--- config.mk ---
export PLATFORM = sky130hd
export DESIGN_NAME = uart_capture
export DESIGN_NICKNAME = d
export VERILOG_FILES = /design/src/rtl/uart_capture.sv
export SDC_FILE = /design/constraint.sdc
export NUM_CORES = 1
export LEC_CHECK = 0
export CAP_MARGIN = 20
export CELL_PAD_IN_SITES_DETAIL_PLACEMENT = 0
export CELL_PAD_IN_SITES_GLOBAL_PLACEMENT = 1
export CORE_MARGIN = 2
export CORE_UTILIZATION = 55
export DETAILED_ROUTE_END_ITERATION = 7
export PLACE_DENSITY_LB_ADDON = 0.1
export SLEW_MARGIN = 20
export SYNTH_ARGS = -nofsm -noshare
export SYNTH_HDL_FRONTEND = slang
export SYNTH_SLANG_ARGS = --single-unit
--- constraint.sdc ---
create_clock -name CLK -period 6.2 [get_ports CLK]
set_input_delay 0.93 -clock CLK [delete_from_list [all_inputs] [get_ports CLK]]
set_output_delay 0.93 -clock CLK [all_outputs]
set_load 0.02 [all_outputs]
--- src/rtl/uart_capture.sv ---
// UART receiver (one bit per clock, 8N1) with framing check, FWFT FIFO read port
// and an end-of-message pulse after a programmable idle gap.
module uart_capture #(
  parameter int unsigned FIFO_DEPTH = 16,
  parameter int unsigned IDLE_GAP   = 16
) (
  input  logic                          CLK,
  input  logic                          RESET,
  input  logic                          RXD,
  output logic [7:0]                    DATA,
  output logic                          VALID,
  input  logic                          READY,
  output logic [$clog2(FIFO_DEPTH):0]   LEVEL,
  output logic                          FRAME_ERR,
  output logic                          OVERFLOW,
  input  logic                          CLR_OVF,
  output logic                          EOM
);
  localparam int unsigned AW = $clog2(FIFO_DEPTH);
  localparam int unsigned IW = $clog2(IDLE_GAP + 1);
  localparam logic [AW:0]   PTR_ONE = (AW + 1)'(1);
  localparam logic [AW:0]   DEPTH_L = (AW + 1)'(FIFO_DEPTH);
  localparam logic [IW-1:0] GAP     = IW'(IDLE_GAP);
  localparam logic [IW-1:0] GAP_M1  = IW'(IDLE_GAP - 1);
  localparam logic [IW-1:0] CNT_ONE = IW'(1);

  typedef enum logic [1:0] {ST_HUNT, ST_IDLE, ST_DATA, ST_STOP} state_t;

  state_t          state, state_nxt;
  logic            rxd_q;
  logic [2:0]      bit_cnt;
  logic [7:0]      shreg;
  logic [IW-1:0]   idle_cnt;
  logic            armed;
  logic            good_byte, bad_stop;

  logic [7:0]      mem [FIFO_DEPTH];
  logic [AW:0]     wr_ptr, rd_ptr;
  logic            full, push, pop, drop;

  always_ff @(posedge CLK) begin
    if (RESET) rxd_q <= 1'b1;
    else       rxd_q <= RXD;
  end

  always_ff @(posedge CLK) begin
    if (RESET) state <= ST_HUNT;
    else       state <= state_nxt;
  end

  always_comb begin
    state_nxt = state;
    good_byte = 1'b0;
    bad_stop  = 1'b0;
    case (state)
      ST_HUNT: if (rxd_q) state_nxt = ST_IDLE;
      ST_IDLE: if (!rxd_q) state_nxt = ST_DATA;
      ST_DATA: if (bit_cnt == 3'd7) state_nxt = ST_STOP;
      ST_STOP: begin
        if (rxd_q) begin
          good_byte = 1'b1;
          state_nxt = ST_IDLE;
        end else begin
          bad_stop  = 1'b1;
          state_nxt = ST_HUNT;
        end
      end
      default: state_nxt = ST_HUNT;
    endcase
  end

  // LSB arrives first, so shifting in at the MSB leaves bit 0 in place after 8 shifts.
  always_ff @(posedge CLK) begin
    if (RESET) begin
      bit_cnt <= '0;
      shreg   <= '0;
    end else begin
      if (state == ST_IDLE && !rxd_q) bit_cnt <= '0;
      if (state == ST_DATA) begin
        shreg   <= {rxd_q, shreg[7:1]};
        bit_cnt <= bit_cnt + 3'd1;
      end
    end
  end

  assign LEVEL = wr_ptr - rd_ptr;
  assign VALID = (LEVEL != '0);
  assign full  = (LEVEL == DEPTH_L);
  assign pop   = VALID && READY;
  assign push  = good_byte && (!full || pop);
  assign drop  = good_byte && full && !pop;
  assign DATA  = VALID ? mem[rd_ptr[AW-1:0]] : 8'h00;

  always_ff @(posedge CLK) begin
    if (push) mem[wr_ptr[AW-1:0]] <= shreg;
  end

  always_ff @(posedge CLK) begin
    if (RESET) begin
      wr_ptr <= '0;
      rd_ptr <= '0;
    end else begin
      if (push) wr_ptr <= wr_ptr + PTR_ONE;
      if (pop)  rd_ptr <= rd_ptr + PTR_ONE;
    end
  end

  // Dropped bytes still arm end-of-message; set beats clear on OVERFLOW.
  always_ff @(posedge CLK) begin
    if (RESET) begin
      FRAME_ERR <= 1'b0;
      OVERFLOW  <= 1'b0;
      EOM       <= 1'b0;
      armed     <= 1'b0;
      idle_cnt  <= '0;
    end else begin
      FRAME_ERR <= bad_stop;
      if (drop)         OVERFLOW <= 1'b1;
      else if (CLR_OVF) OVERFLOW <= 1'b0;
      EOM <= 1'b0;
      if (state == ST_IDLE && rxd_q) begin
        if (idle_cnt != GAP) idle_cnt <= idle_cnt + CNT_ONE;
        if (armed && idle_cnt == GAP_M1) begin
          EOM   <= 1'b1;
          armed <= 1'b0;
        end
      end else begin
        idle_cnt <= '0;
      end
      if (good_byte) armed <= 1'b1;
    end
  end
endmodule
# After elaboration in Yosys (flattened, before gate mapping)
# Memories as Yosys holds them, arrays and structs flattened. A register that Yosys moved wholly into a read port is not among the register bits.
# Cells that the tools add are included.
# Widths: inputs -> output; s select.
[word_totals] register_bits=33 latchBits=0 ram_bits=128 mem_bits_ro=0 inputBits=5 elab_cells=71 memories=1
[op_classes] add_sub_neg=5 mul=0 div=0 n_lt_le_gt_ge=0 n_eq_ne=10 n_shift=0 n_mux=21 n_bitwise=2 n_reduce_logical=21
[memory_table] name="mem" depth=16 width=8 read_ports=1 rd_clocked_by_memory_dff=1 write_ports=1 line="37" source="logic [7:0] mem [FIFO_DEPTH];"
[op_table] cell="$add 5x1->5 const B" n=3
[op_table] cell="$mux 1" n=12
[op_table] cell="$mux 4" n=2
[op_table] cell="$mux 8" n=1
[op_table] cell="$pmux 2 s4" n=1
[op_table] cell="$reduce_bool 2->1" n=4
[op_table] cell="$logic_and 1x1->1" n=7
[op_table] cell="$mux 2" n=3
[op_table] cell="$mux 3" n=2
[op_table] cell="$ne 2x2->1 const B" n=3
[op_table] cell="$eq 5x4->1 const B" n=1
[op_table] cell="$eq 5x5->1 const B" n=1
[op_table] cell="$ne 5x5->1 const B" n=1
[op_table] cell="$reduce_bool 5->1" n=1
[op_table] cell="$sub 5x5->5" n=1
[op_table] cell="$eq 2x2->1 const B" n=2
[op_table] cell="$reduce_or 2->1" n=2
[op_table] cell="$add 3x1->3 const B" n=1
[op_table] cell="$eq 3x3->1 const B" n=1
[op_table] cell="$logic_not 1->1" n=3
[op_table] cell="$reduce_and 3->1" n=1
[op_table] cell="$eq 2x1->1 const B" n=1
[op_table] cell="$logic_not 2->1" n=1
[op_table] cell="$not 1->1" n=2
[op_table] cell="2 further kinds" n=2

# Longest topological paths before layout
# Gate-level depths: netlist of the first run.
[logic_depth] word_depth=7 depth_mapped=9 ltp_nobuf=8

# Least setup slack after synthesis of the first run
# Ideal clock, no wire load.
[synth_path] path_type="register to output" startpoint="reg wr_ptr[0]" endpoint="out DATA[0]" arrival_time_ns=2.491 t_required_ns=5.270 slack_ns=2.779 path_stages_with_launch=10 n_path_buf=1 path_cell_list="dfxtp_1 > inv_1 > ha_1 > fa_1 > inv_1 > or3_4 > o31ai_4 > and2_0 > buf_2 > nor2b_1"
[synth_via] elab_chain_cells=3
[synth_lines] item="from (decl)" line="38" source="logic [AW:0] wr_ptr, rd_ptr;"
[synth_lines] item="from (signal assigned)" line="103" source="if (push) wr_ptr <= wr_ptr + PTR_ONE;"
[synth_lines] item="$sub 5x5->5" line="86" source="assign LEVEL = wr_ptr - rd_ptr;"
[synth_lines] item="net LEVEL[1]" line="13" source="output logic [$clog2(FIFO_DEPTH):0] LEVEL,"
[synth_lines] item="$reduce_bool 5->1" line="87" source="assign VALID = (LEVEL != '0);"
[synth_lines] item="$mux 8" line="92" source="assign DATA = VALID ? mem[rd_ptr[AW-1:0]] : 8'h00;"
[synth_lines] item="to (decl)" line="10" source="output logic [7:0] DATA,"
# The timed path passes the listed nets, and every way through them passes these cells.

# Final worst setup path of the first run
[layout_path] startpoint="reg wr_ptr[0]" endpoint="out DATA[3]"
[layout_via] elab_chain_cells=3
[layout_lines] item="$sub 5x5->5" line="86"
[layout_lines] item="$reduce_bool 5->1" line="87"
[layout_lines] item="$mux 8" line="92"
# Every way passes these cells.

==> impl_metrics.json, run 1 <==
{
  "syn_avg_cell_area_sq_um": 17.0,
  "crit_top_cell": "inv_1",
  "holdCritPathClass": "register to register",
  "slew_headroom_pct": 42.1,
  "drt_pre_antenna_iters": 4,
  "r2r-end": "mem[1][0]",
  "worstPathArrival_ps": 3920,
  "cp_slowest_cell": "and2_0",
  "placed_area_sq_um": 7280,
  "grt_use_total_pct": 21.3,
  "synth_top_area_share_pct": 55.3,
  "use_met2_pct": 34.5,
  "leakage_nw": 2.70,
  "finalSetupTns_ps": 0,
  "worst_path_largest_cell_delay_ps": 650,
  "ys_types": 45,
  "use_met1_pct": 27.3,
  "switching_power_uw": 826,
  "drt_iter0_markers": 241,
  "finalPower_mw": 2.98,
  "yosys_register_bits": 165,
  "fp.dieH_um": 116,
  "crit-reg2reg-launch": "wr_ptr[0]",
  "rsz0062_at_grt": "no",
  "clk_latency_ps": 420,
  "clock-sinks": 165,
  "diodes": 0,
  "cts_max_path_buffers": 2,
  "via_count": 3502,
  "hold_buffers": 0,
  "nets": 459,
  "clkTransAtPathRegs_ps": 60,
  "place.gp.congestion": 0.775,
  "busiest_layer": "met2",
  "p_per_area_nw_per_um2": 381,
  "met3_usage_pct": 6.12,
  "syn_nets": 434,
  "boundaryPins": 22,
  "required_ps": 5270,
  "syn-instance-count": 409,
  "antenna_found_initial": 0,
  "ys_top_cells_by_area": "edfxtp_1, dfxtp_1, mux4_2",
  "drv_cap": 0,
  "finalHoldViolCount": 0,
  "core_sq_um": 12500,
  "period_share_pct": 78.3,
  "finalWirelength_mm": 12.9,
  "intPower_mw": 2.15,
  "fmax_ghz": 0.206,
  "crit_chain": "inv_1 -> ha_1 -> fa_1 -> inv_1 -> or3_4 -> o31ai_4 -> and2_0 -> nor2b_1 -> clkdlybuf4s50_1",
  "post-synth-top-area-cell": "edfxtp_1",
  "die_w_um": 116,
  "min_period_ps": 4850,
  "rows": 41,
  "grt_pass1_wl_mm": 20.1,
  "htree_levels": 4,
  "start_util_pct": 55.8,
  "slew_viol_final": 0,
  "crit_start": "wr_ptr[0]",
  "grt_max_degree": 33,
  "post-cts-setup-buffers": 0,
  "cts_tree": "built",
  "cts-buffers-inserted": 17,
  "cp-end-kind": "output port",
  "grt_pass1_vias": 3570,
  "ant_nets": 0,
  "routed_via_density": 5.66,
  "hpwl_mm": 8.08,
  "post_cts_resized": 0,
  "setup_viol": 0,
  "ir_drop_uv": 242,
  "synth-async-reset-ratio_pct": 0,
  "clock_skew_ps": 9.74,
  "syn_area_sq_um": 6950,
  "clockPowerShare_pct": 32.2,
  "cp_max_fo": 10,
  "switching_share_pct": 27.7,
  "cp-endpoint": "DATA[3]",
  "wl_per_cell_um": 20.8,
  "yosysWarnings": 0,
  "worst_pin_slew_ps": 869,
  "port_buffers": 21,
  "synth_edf_count": 128,
  "p_comb_share_pct": 24.2,
  "overflow": 0,
  "path_class": "register to output port",
  "drcViolationCount": 0,
  "seqPwrFrac_pct": 43.6,
  "stdcell_area_sq_um": 7820,
  "drive_gt1_share_pct": 16.3,
  "cts-root-buf": "clkbuf_16",
  "status": "finished clean",
  "die_area_sq_um": 13600,
  "yosysSeqAreaShare_pct": 65.9,
  "r2r_slack_ps": 2860,
  "r2r_cells": 8,
  "synthFlopType": "edfxtp_1",
  "cp-start-kind": "register",
  "synthToLayoutAreaGrowth_pct": 12.5
}
power groups by stage:
| stage | combinational [mW] | sequential (mW) | clock, mW |
|---|---|---|---|
| floorplan | 0.565 | 1.27 | 0 |
| detailed placement | 0.730 | 1.33 | 0 |
| global placement | 0.720 | 1.32 | 0 |
| finish | 0.722 | 1.30 | 0.960 |
| global route | 0.784 | 1.31 | 1.02 |
| CTS | 0.734 | 1.30 | 0.979 |
stage by stage:
| stage | util [%] | hold slack, ps | setup slack [ps] | cells |
|---|---|---|---|---|
| after CTS | 62.8 | 455 | 1240 | 619 |
| after global routing | 62.8 | 484 | 1070 | 619 |
| after global placement | 58.4 | 446 | 1860 | 587 |
| after floorplan | - | 417 | 2780 | 409 |
| final | 62.8 | 451 | 1350 | 619 |
| after detailed placement | 58.4 | 445 | 1710 | 587 |
registers in the layout (all words and copies together), names as in the netlist, named ones only:
name,flops
EOM,1
bit_cnt,3
idle_cnt,5
OVERFLOW,1
FRAME_ERR,1
state,2
shreg,8
rxd_q,1
armed,1
mem,128
wr_ptr,5
rd_ptr,5
cell usage after synthesis (all sizes together) (8+ instances only):
cell type	count
a21oi	13
and3	15
buf	12
dfxtp	37
edfxtp	128
ha	19
inv	18
mux2	9
mux2i	12
mux4	40
nand2b	8
nor2	32
nor2b	15
worst max-delay path: cells and delay by family, from the launching register on:
| family | cells | cell delay, ps |
|---|---|---|
| AOI/OAI and AO/OA | 1 | 440 |
| adders and majority gates | 2 | 730 |
| buffers and inverters | 3 | 750 |
| DFF | 1 | 410 |
| and+or+nand+nor | 3 | 1160 |
metal layers:
layer | vias to the layer above | share of wire, %
met3 | 23 | 5.0
met4 | 0 | 2.3
met2 | 89 | 49
li1 | 1625 | -
met1 | 1765 | 43
met5 | - | 0
placed cells by master (no fill, tap or decap), types with 2 or more instances in the layout:
cell type	count
a21boi_2	2
a21oi_1	13
and2_1	5
and3_1	15
buf_4	3
clkbuf_1	7
clkbuf_16	19
clkdlybuf4s50_1	21
clkinv_2	4
dfxtp_1	35
dfxtp_2	2
edfxtp_1	128
ha_1	19
inv_1	18
mux2_1	2
mux2_2	7
mux2i_1	12
mux4_1	12
mux4_2	28
nand2_1	6
nand2b_1	8
nand3_1	5
nand4_1	2
nor2_1	32
nor2b_1	15
nor3_1	2
or2_2	2
xnor2_1	4
xor2_1	2
final cells by class:
type	count	area, sq um
Tap cell	172	215
Inverter	18	67.6
Clock buffer	27	515
Clock inverter	5	27.5
Timing Repair Buffer	24	233
Fill cell	899	4640
Sequential cell	165	4590
Multi-Input combinational cell	208	2180
how the worst min path moves through the flow:
stage,endpoint,cells after the start,from,slack [ps]
5_1_grt,EOM,2,armed,480
2_1_floorplan,EOM,2,armed,420
6_report,EOM,2,armed,450
4_1_cts,EOM,2,armed,450
3_5_place_dp,EOM,2,armed,450
3_3_place_gp,EOM,2,armed,450
cells by family after synthesis:
kind of cell	share of synthesized area (%)
AOI/OAI and AO/OA	2.50
xor gates and xnor gates	0.990
adders and majority gates	3.71
buffers and inverters	2.75
DFF	65.9
muxes	16.8
and+or+nand+nor	7.34
Note: power is estimated with default switching activity, not from simulation.
==> run 2, diff against run 1 <==
--- a/config.mk
+++ b/config.mk
@@ -9,7 +9,7 @@
 export CELL_PAD_IN_SITES_DETAIL_PLACEMENT = 0
 export CELL_PAD_IN_SITES_GLOBAL_PLACEMENT = 1
 export CORE_MARGIN = 2
-export CORE_UTILIZATION = 55
+export CORE_UTILIZATION = 53
 export DETAILED_ROUTE_END_ITERATION = 7
 export PLACE_DENSITY_LB_ADDON = 0.1
 export SLEW_MARGIN = 20
==> constraint.sdc (replaced) <==
create_clock -name CLK -period 4.9 [get_ports CLK]
set_input_delay 0.735 -clock CLK [delete_from_list [all_inputs] [get_ports CLK]]
set_output_delay 0.735 -clock CLK [all_outputs]
set_load 0.02 [all_outputs]
==> impl_metrics.json, run 2 (same netlist as run 1, synthesis figures left out) <==
{
  "status": "finished clean",
  "nets": 460,
  "worstPathArrival_ps": 3850,
  "crit_top_cell": "inv_1",
  "switching_share_pct": 27.6,
  "p_comb_share_pct": 24.7,
  "ir_drop_uv": 308,
  "use_met2_pct": 31.9,
  "diodes": 0,
  "finalWirelength_mm": 12.8,
  "intPower_mw": 2.78,
  "finalSetupTns_ps": 0,
  "core_sq_um": 12700,
  "seqPwrFrac_pct": 42.3,
  "slew_headroom_pct": 29.9,
  "start_util_pct": 54.7,
  "slew_viol_final": 0,
  "cp-start-kind": "register",
  "clk_latency_ps": 420,
  "drive_gt1_share_pct": 17.2,
  "boundaryPins": 22,
  "clkTransAtPathRegs_ps": 60,
  "cp_max_fo": 10,
  "min_period_ps": 4590,
  "largest_reg_flops": 128,
  "drv_cap": 0,
  "die_w_um": 119,
  "grt_pass1_vias": 3527,
  "cts_max_path_buffers": 2,
  "grt_use_total_pct": 19.9,
  "busiest_layer": "met2",
  "rows": 41,
  "setup_viol": 0,
  "fmax_ghz": 0.218,
  "leakage_nw": 2.72,
  "cts-buffers-inserted": 17,
  "routed_via_density": 5.55,
  "grt_pass1_wl_mm": 20.5,
  "switching_power_mw": 1.06,
  "period_share_pct": 93.6,
  "die_area_sq_um": 14100,
  "port_buffers": 21,
  "required_ps": 4160,
  "htree_levels": 4,
  "crit_chain": "inv_1 -> ha_1 -> fa_1 -> inv_1 -> or3_4 -> o31ai_4 -> and2_0 -> nor2b_1 -> clkdlybuf4s50_1",
  "final_common_cell": "edfxtp_1",
  "grt_max_degree": 24,
  "post_cts_resized": 0,
  "post-cts-setup-buffers": 0,
  "place.gp.congestion": 0.766,
  "drt_iter0_markers": 260,
  "ant_nets": 0,
  "finalHoldViolCount": 0,
  "cts_tree": "built",
  "synthToLayoutAreaGrowth_pct": 13.1,
  "antenna_found_initial": 0,
  "fp.dieH_um": 119,
  "worst_pin_slew_ps": 1050,
  "regArea_sq_um": 4590,
  "hold_buffers": 0,
  "n_fill_cell": 987,
  "clockPowerShare_pct": 33.0,
  "path_class": "register to output port",
  "overflow": 0,
  "cp-end-kind": "output port",
  "wl_per_cell_um": 20.6,
  "clock_skew_ps": 7.51,
  "drcViolationCount": 0,
  "finalPower_mw": 3.84,
  "met3_usage_pct": 5.21,
  "multi_input_area_sq_um": 2180,
  "rsz0062_at_grt": "no",
  "cp_slowest_cell": "and2_0",
  "hpwl_mm": 8.54,
  "cts-root-buf": "clkbuf_16",
  "p_per_area_nw_per_um2": 488,
  "clock-sinks": 165,
  "worst_path_largest_cell_delay_ps": 580,
  "via_count": 3438,
  "drt_pre_antenna_iters": 4,
  "holdCritPathClass": "register to register",
  "mostFrequentLayoutCells": "edfxtp_1, dfxtp_1, nor2_1, mux4_2, clkdlybuf4s50_1",
  "use_met1_pct": 26.8
}
## run 2: changes by cell type in the layout (fill, tap and decap cells not counted)
| cell | previous run | this run |
|---|---|---|
| clkinvlp_4 | 1 | 2 |
| clkinv_4 | 0 | 1 |
| clkbuf_16 | 19 | 18 |
| bufinv_16 | 0 | 1 |
| buf_4 | 3 | 4 |
| dfxtp_1 | 35 | 36 |
| clkbuf_1 | 7 | 3 |
| dfxtp_2 | 2 | 1 |
| clkbuf_8 | 1 | 3 |
## run 2: layout make-up
type                       instances  share of cell area [%]
clock buffer                      24                    6.40
clock inverter                     8                   0.939
inverter                          18                   0.859
multi-input combinational        208                    27.7
sequential                       165                    58.3
tap                              172                    2.74
timing repair buffer              25                    3.05
## run 2: metrics by stage
| step | util, % | worst slack, ps | cell area, sq um | std cells | hold WS [ps] |
|---|---|---|---|---|---|
| after detailed placement | 57.3 | 785 | 7290 | 588 | 429 |
| after global placement | 57.3 | 919 | 7290 | 588 | 433 |
| after CTS | 61.8 | 316 | 7860 | 620 | 440 |
| after floorplan | - | 1670 | 6950 | 409 | 417 |
| after global routing | 61.8 | 105 | 7860 | 620 | 479 |
| final | 61.8 | 311 | 7860 | 620 | 440 |
## run 2: worst max-delay path: cells and delay by family (launching register included)
family	cells	cell delay (ps)
compound gates	1	430
flops	1	400
fa+ha+maj	2	750
buf+inv	3	750
simple gates	3	1100
## run 2: power groups by stage
stage / Sequential, mW / Clock [mW] / Combinational (mW)
floorplan: 1.60 / 0 / 0.715
global placement: 1.65 / 0 / 0.938
detailed placement: 1.66 / 0 / 0.952
CTS: 1.63 / 1.28 / 0.956
global route: 1.64 / 1.35 / 1.02
finish: 1.62 / 1.27 / 0.947
## run 2: per-layer routing
layer / wire [um] / vias up
met1: 5840 / 1740
met3: 509 / 10
met2: 6300 / 65
met5: 0 / -
met4: 118 / 0
li1: - / 1623
## run 2: path summary, 6_finish.rpt
kind / start / endpoint / slack, ps / depth (start not counted)
min reg2reg: armed / EOM / 440 / 2
max: wr_ptr[0] / DATA[7] / 310 / 9
min: armed / EOM / 440 / 2
max reg2reg: wr_ptr[0] / mem[4][6] / 1690 / 8
==> run 3, diff against run 2 <==
--- a/config.mk
+++ b/config.mk
@@ -8,7 +8,7 @@
 export CAP_MARGIN = 20
 export CELL_PAD_IN_SITES_DETAIL_PLACEMENT = 0
 export CELL_PAD_IN_SITES_GLOBAL_PLACEMENT = 1
-export CORE_MARGIN = 2
+export CORE_MARGIN = 3
 export CORE_UTILIZATION = 53
 export DETAILED_ROUTE_END_ITERATION = 7
 export PLACE_DENSITY_LB_ADDON = 0.1
==> impl_metrics.json, run 3 (same netlist as run 1, synthesis figures left out) <==
{
  "status": "finished clean",
  "finalHoldViolCount": 0,
  "cp-start-kind": "register",
  "place.gp.congestion": 0.820,
  "hpwl_mm": 8.44,
  "place_ws_ps": 757,
  "path_class": "register to output port",
  "r2r-end": "mem[6][5]",
  "routed_via_density": 5.63,
  "min_period_ps": 4600,
  "worst_slack_ps": 303,
  "die_area_sq_um": 14500,
  "period_share_pct": 93.8,
  "whs_path_depth": 2,
  "drcViolationCount": 0,
  "seqPwrFrac_pct": 42.0,
  "drt_pre_antenna_iters": 4,
  "post_cts_resized": 0,
  "cts_max_path_buffers": 2,
  "worstPathArrival_ps": 3860,
  "port_buffers": 21,
  "post-cts-setup-buffers": 0,
  "drt_iter0_markers": 358,
  "r2r_slack_ps": 1650,
  "boundaryPins": 22,
  "cts_tree": "built",
  "r2r_cells": 8,
  "slew_headroom_pct": 50.9,
  "diodes": 0,
  "grt_pass1_wl_mm": 20.8,
  "antenna_found_initial": 0,
  "core_sq_um": 12700,
  "grt_max_degree": 39,
  "cp-end-kind": "output port",
  "switching_power_mw": 1.06,
  "drv_cap": 0,
  "cp_max_fo": 10,
  "fp.dieH_um": 121,
  "final_common_cell": "edfxtp_1",
  "clk_latency_ps": 420,
  "clkTransAtPathRegs_ps": 60,
  "clockPowerShare_pct": 32.7,
  "clock_skew_ps": 9.72,
  "rows": 41,
  "setup_viol": 0,
  "p_comb_share_pct": 25.3,
  "start_util_pct": 54.7,
  "intPower_mw": 2.75,
  "via_count": 3491,
  "overflow": 0,
  "clock-sinks": 165,
  "ir_drop_uv": 422,
  "finalWirelength_mm": 13.0,
  "slew_viol_final": 0,
  "crit-reg2reg-launch": "wr_ptr[0]",
  "rsz0062_at_grt": "no",
  "ant_nets": 0,
  "nets": 460,
  "holdCritPathClass": "register to register",
  "largest_reg_flops": 128,
  "switching_share_pct": 27.9,
  "mostFrequentLayoutCells": "edfxtp_1, dfxtp_1, nor2_1, mux4_2, clkdlybuf4s50_1",
  "fmax_ghz": 0.218,
  "cts-buffers-inserted": 17,
  "p_per_area_nw_per_um2": 487,
  "wl_per_cell_um": 21.0,
  "finalSetupTns_ps": 0,
  "die_w_um": 121,
  "hold_buffers": 0,
  "min_to": "EOM",
  "synthToLayoutAreaGrowth_pct": 12.7,
  "leakage_nw": 2.70,
  "grt_pass1_vias": 3637,
  "required_ps": 4160,
  "min_from": "armed",
  "worst_pin_slew_ps": 735,
  "drive_gt1_share_pct": 16.3,
  "cts-root-buf": "clkbuf_16",
  "grt_use_total_pct": 19.8,
  "htree_levels": 4
}
## run 3: cell count changes in the layout (fill, tap and decap cells not counted), sizes merged
cell,before,now
clkbuf,24,21
clkinv,5,7
bufinv,1,2
clkinvlp,2,1
inv,18,19
## run 3: power groups by stage
stage / clock, mW / sequential, mW / combinational, mW
3_3_place_gp: 0 / 1.63 / 0.961
4_1_cts: 1.26 / 1.60 / 0.981
5_1_grt: 1.32 / 1.61 / 1.05
3_5_place_dp: 0 / 1.63 / 0.976
2_1_floorplan: 0 / 1.60 / 0.715
6_report: 1.25 / 1.60 / 0.963
## run 3: per-stage QoR
step	cells	utilization [%]	total power, mW	hold slack, ps	instance area [sq um]
5_1_grt	620	61.6	3.98	481	7840
3_3_place_gp	588	57.3	2.59	433	7290
4_1_cts	620	61.6	3.85	449	7840
3_5_place_dp	588	57.3	2.61	440	7290
6_report	620	61.6	3.81	447	7840
2_1_floorplan	409	-	2.32	417	6950
## run 3: layout make-up
type	instances	area [sq um]
fillers	1004	4890
flip-flops and latches	165	4590
multi-input cells	208	2180
clock buffers	21	440
repair buffers	25	240
well taps	172	215
clock inverters	11	108
inverters	18	67.6
## run 3: routing by layer
layer | vias to the layer above | routed length [um] | track usage, %
li1 | 1627 | - | -
met1 | 1776 | 5680 | 26.9
met2 | 72 | 6500 | 31.7
met3 | 16 | 664 | 4.77
met4 | 0 | 176 | 7.01
met5 | - | 0 | 0
## run 3: worst max-delay path, stage by stage, from the launching register on
cell             delay [ps]
dfxtp_1                 410
inv_1                   120
ha_1                    240
fa_1                    510
inv_1                    60
or3_4                   390
o31ai_4                 440
and2_0                  540
nor2b_1                 140
clkdlybuf4s50_1         580
## run 3: worst max-delay path by stage
| stage | end | slack [ps] | startpoint | depth (start not counted) |
|---|---|---|---|---|
| CTS | DATA[5] | 250 | wr_ptr[0] | 9 |
| global route | DATA[5] | 40 | wr_ptr[0] | 9 |
| detailed placement | DATA[5] | 760 | wr_ptr[0] | 9 |
| finish | DATA[5] | 300 | wr_ptr[0] | 9 |
| floorplan | DATA[0] | 1670 | wr_ptr[0] | 9 |
| global placement | DATA[3] | 920 | wr_ptr[0] | 9 |
